[config.mk]
export PLATFORM = sky130hd
export DESIGN_NAME = rr_arbiter_4_encoded
export DESIGN_NICKNAME = d
export VERILOG_FILES = /design/src/rtl/rr_arbiter_4_encoded.sv
export SDC_FILE = /design/constraint.sdc
export NUM_CORES = 1
export LEC_CHECK = 0
export BUFFER_PORTS_ARGS = -buffer_cell sky130_fd_sc_hd__buf_4
export CORE_UTILIZATION = 45
export DETAILED_ROUTE_END_ITERATION = 16
export MAX_ROUTING_LAYER = met4
export PLACE_DENSITY = 0.66
export SYNTH_ARGS = -nofsm -noshare
export SYNTH_HDL_FRONTEND = slang
export SYNTH_SLANG_ARGS = --single-unit
[constraint.sdc]
create_clock -name clk -period 3.95 [get_ports clk]
set_input_delay 0.1975 -clock clk [delete_from_list [all_inputs] [get_ports clk]]
set_output_delay 0.1975 -clock clk [all_outputs]
set_load 0.01 [all_outputs]
[src/rtl/rr_arbiter_4_encoded.sv]
// Four-way round-robin arbiter with a one-hot grant, its 2-bit encoded index,
// and forced rotation once an owner has held the resource for MAX_HOLD cycles.
module rr_arbiter_4_encoded #(
    parameter int unsigned MAX_HOLD = 8,
    parameter int unsigned HOLD_W   = 8
) (
    input  logic       clk,
    input  logic       reset,
    input  logic [3:0] req,
    output logic [3:0] grant_lines,
    output logic [1:0] grant_idx,
    output logic       grant_valid,
    output logic       timeout
);

    typedef enum logic {
        IDLE  = 1'b0,
        GRANT = 1'b1
    } state_e;

    state_e            state_q, state_d;
    logic [1:0]        ptr_q, ptr_d;
    logic [HOLD_W-1:0] hold_cnt_q, hold_cnt_d;
    logic [3:0]        grant_lines_q, grant_lines_d;
    logic [1:0]        grant_idx_q, grant_idx_d;
    logic              grant_valid_q, grant_valid_d;
    logic              timeout_q, timeout_d;

    logic [1:0]        winner_c;
    logic              found_c;

    // First requester found scanning upward from ptr, wrapping modulo 4.
    always_comb begin
        winner_c = 2'b00;
        found_c  = 1'b0;
        for (int k = 0; k < 4; k++) begin
            if (!found_c && req[ptr_q + 2'(k)]) begin
                winner_c = ptr_q + 2'(k);
                found_c  = 1'b1;
            end
        end
    end

    always_comb begin
        state_d       = state_q;
        ptr_d         = ptr_q;
        hold_cnt_d    = hold_cnt_q;
        grant_lines_d = grant_lines_q;
        grant_idx_d   = grant_idx_q;
        grant_valid_d = grant_valid_q;
        timeout_d     = 1'b0;

        case (state_q)
            IDLE: begin
                if (found_c) begin
                    state_d       = GRANT;
                    grant_lines_d = 4'b0001 << winner_c;
                    grant_idx_d   = winner_c;
                    grant_valid_d = 1'b1;
                    hold_cnt_d    = HOLD_W'(1);
                end
            end
            GRANT: begin
                // Release takes precedence over expiry, so timeout only fires on a held request.
                if (!req[grant_idx_q] || (hold_cnt_q == HOLD_W'(MAX_HOLD))) begin
                    state_d       = IDLE;
                    grant_lines_d = 4'b0000;
                    grant_idx_d   = 2'b00;
                    grant_valid_d = 1'b0;
                    hold_cnt_d    = '0;
                    ptr_d         = grant_idx_q + 2'd1;
                    timeout_d     = req[grant_idx_q];
                end else begin
                    hold_cnt_d = hold_cnt_q + HOLD_W'(1);
                end
            end
            default: begin
                state_d = IDLE;
            end
        endcase
    end

    always_ff @(posedge clk) begin
        if (reset) begin
            state_q       <= IDLE;
            ptr_q         <= 2'b00;
            hold_cnt_q    <= '0;
            grant_lines_q <= 4'b0000;
            grant_idx_q   <= 2'b00;
            grant_valid_q <= 1'b0;
            timeout_q     <= 1'b0;
        end else begin
            state_q       <= state_d;
            ptr_q         <= ptr_d;
            hold_cnt_q    <= hold_cnt_d;
            grant_lines_q <= grant_lines_d;
            grant_idx_q   <= grant_idx_d;
            grant_valid_q <= grant_valid_d;
            timeout_q     <= timeout_d;
        end
    end

    assign grant_lines = grant_lines_q;
    assign grant_idx   = grant_idx_q;
    assign grant_valid = grant_valid_q;
    assign timeout     = timeout_q;

endmodule

==> results_dict.tcl <==
set metrics [dict create \
    cts_setup_buffers 0 \
    fmax_mhz 521 \
    std_cell_rows 16 \
    dp_cells 139 \
    antenna_found_initial 0 \
    grt.total_usage_pct 19.6 \
    cts_resized 0 \
    cts_max_path_buffers 2 \
    num_vias 833 \
    cp_max_fo 7 \
    grt_pass1_vias 642 \
    reg2reg_to "grant_idx[0]" \
    place_area_mm2 0.00105 \
    layout_commonest_cell "dfxtp_1" \
    clkLatencyLatePin_ns 0.30 \
    nFillCells 203 \
    overflow 0 \
    drive_gt1_share_pct 19.0 \
    ant_nets 0 \
    first_pass_iters 4 \
    yosysUniqueCellTypes 36 \
    first_iter_violations 10 \
    hold_path.class "primary input to register" \
    critical_path_class "register to register" \
    area_delta_synth_final_pct 15.2 \
    cts_hold_buf 0 \
    p_leak_nw 0.390 \
    pin_count 14 \
    timing.reg2reg.setup_slack_ns 2.03 \
    grt_pass1_wl_mm 2.92 \
    reg2reg_from "hold_cnt_q[0]" \
    ys_ff_latch 19 \
    worstHoldStart "reset" \
    synth_warnings 0 \
    yosys.area.top_type "dfxtp_1" \
    synth_area_um2 938 \
    layout_common_cells "19 x dfxtp_1, 13 x buf_4, 9 x nand2_1" \
    cts_buffers 3 \
    end_kind "register" \
    place.gp.congestion 0.840 \
    cap_violations 0 \
    tritoncts "done" \
    setup.worst_path.start "hold_cnt_q[0]" \
    finalPower_w 0.000393 \
    startpoint_type "register" \
    seq_area_frac_synth_pct 40.5 \
    routed_wl_mm 2.01 \
    syn_avg_cell_area_um2 9.11 \
    layout.cells.non_filler 143 \
    hold_depth 2 \
    place_hpwl_mm 1.41 \
    syn-num-nets 111 \
    power_density_mw_per_mm2 363 \
    die_area_mm2 0.00227 \
    rr_worst_depth 6 \
    die_x_um 47.7 \
    final_cell_area_mm2 0.00108 \
    hold_viol 0 \
    wl_per_cell_um 14.0 \
    whs_ns 0.178 \
    ys_top_cells_by_area "dfxtp_1 41%, a32o_1 4.3%, nand3_1 4.3%" \
    worstHoldEndpoint "hold_cnt_q[7]" \
    netlist.area_leader.share_pct 40.5 \
    dieHeight_um 47.7 \
    cp.arrival_ns 2.11 \
    maxSlewViolCount 0 \
    worstMarginPinSlew_ns 0.558 \
    vdd_drop_max_uv 241 \
    layout.nets 125 \
    min_period_ns 1.92 \
    cts_root_buffer "clkbuf_4" \
    fin_setup_tns_ns 0 \
    rsz0062_at_grt "no" \
    diodes 0 \
    synthCells 103 \
    avgViaCountPerCell 5.83 \
    coreArea_mm2 0.00196 \
    portBuffers 13 \
    cts.sinks 19 \
    clk_pin_slew_ns 0.12 \
    status "complete, no violations" \
    crit_required_ns 4.14 \
    htreeDepth 1 \
    initial_core_util_pct 47.8 \
    grt_max_degree 17 \
    setup-violations-final 0 \
    slew_headroom_pct 62.5 \
    fin_crit_sh_pct 48.6 \
    finClkSkew_ns 0.0137 \
    drc 0 \
]
-- synth_stat cells --
cell type and instances:
or4b_4 1, nor3_1 3, a32o_1 4, nor2_1 3, a22oi_1 1, and3b_1 2, a22o_1 2, o22a_1 1
a211oi_1 1, xnor2_1 2, and2_1 1, dfxtp_1 19, nor3b_1 1, a31oi_1 5, o22ai_1 1, nor2b_1 1
o211ai_4 1, nand3_1 8, or4_1 1, or2_2 2, nand2b_1 2, clkbuf_1 4, or3_1 6, o21a_1 1
o21ai_0 2, mux4_2 1, o211a_1 1, ha_1 2, or3b_2 1, mux2i_1 1, a21oi_1 6, o211ai_1 1
inv_1 3, nand2_1 9, o31ai_1 2, nor4_1 1
-- state kept, by name (all words and copies together) (netlist names) --
name         cells
grant_valid      1
hold_cnt_q       8
grant_lines      4
grant_idx        2
timeout          1
state_q          1
ptr_q            2
-- power breakdown --
group / switching, W / internal, W
combinational: 0.0000392 / 0.0000365
sequential: 0.0000135 / 0.000203
clock: 0.0000609 / 0.0000393
-- final cells by class --
class	count	area, um^2	share of cell area [%]
inverters	3	11.3	1.04
clock buffers	4	26.3	2.43
well taps	27	33.8	3.12
flip-flops and latches	19	380	35.2
repair buffers	13	97.6	9.03
multi-input cells	77	532	49.2
-- worst max path at each step --
| stage | depth (start not counted) | slack [ns] | to |
|---|---|---|---|
| 3_3_place_gp | 6 | 2.10 | grant_idx[1] |
| 3_5_place_dp | 6 | 2.10 | grant_idx[0] |
| 2_1_floorplan | 6 | 2.24 | grant_idx[0] |
| 6_report | 6 | 2.03 | grant_idx[0] |
| 4_1_cts | 6 | 2.06 | grant_idx[0] |
| 5_1_grt | 6 | 1.97 | grant_idx[0] |
-- critical path, cell delays in order (launching register included) --
cell	delay, ns
dfxtp_1	0.37
inv_1	0.07
ha_1	0.13
or4b_4	0.48
o211ai_4	0.28
a21oi_1	0.21
a22o_1	0.27
-- per-layer routing --
metal | wire length [um] | GRT usage [%]
met1 | 1060 | 29.2
met2 | 873 | 24.9
met3 | 31 | 3.40
met4 | 40 | 10.0
met5 | 0 | -
-- logic make-up (layout without fill, tap and decap cells) --
kind of cell	after synthesis	in the layout	synth area share, %
DFF	19	19	40.5
adders and majority gates	2	2	2.67
AOI/OAI and AO/OA	29	29	23.5
and+or+nand+nor	42	42	25.2
muxes	2	2	3.47
buffers and inverters	7	20	2.80
xor gates and xnor gates	2	2	1.87
-- through the flow --
stage | worst slack [ns] | util (%)
floorplan | 2.24 | -
global placement | 2.10 | 53.8
detailed placement | 2.10 | 53.8
CTS | 2.06 | 55.1
global route | 1.97 | 55.1
finish | 2.03 | 55.1
(Power assumes the default switching activity.)
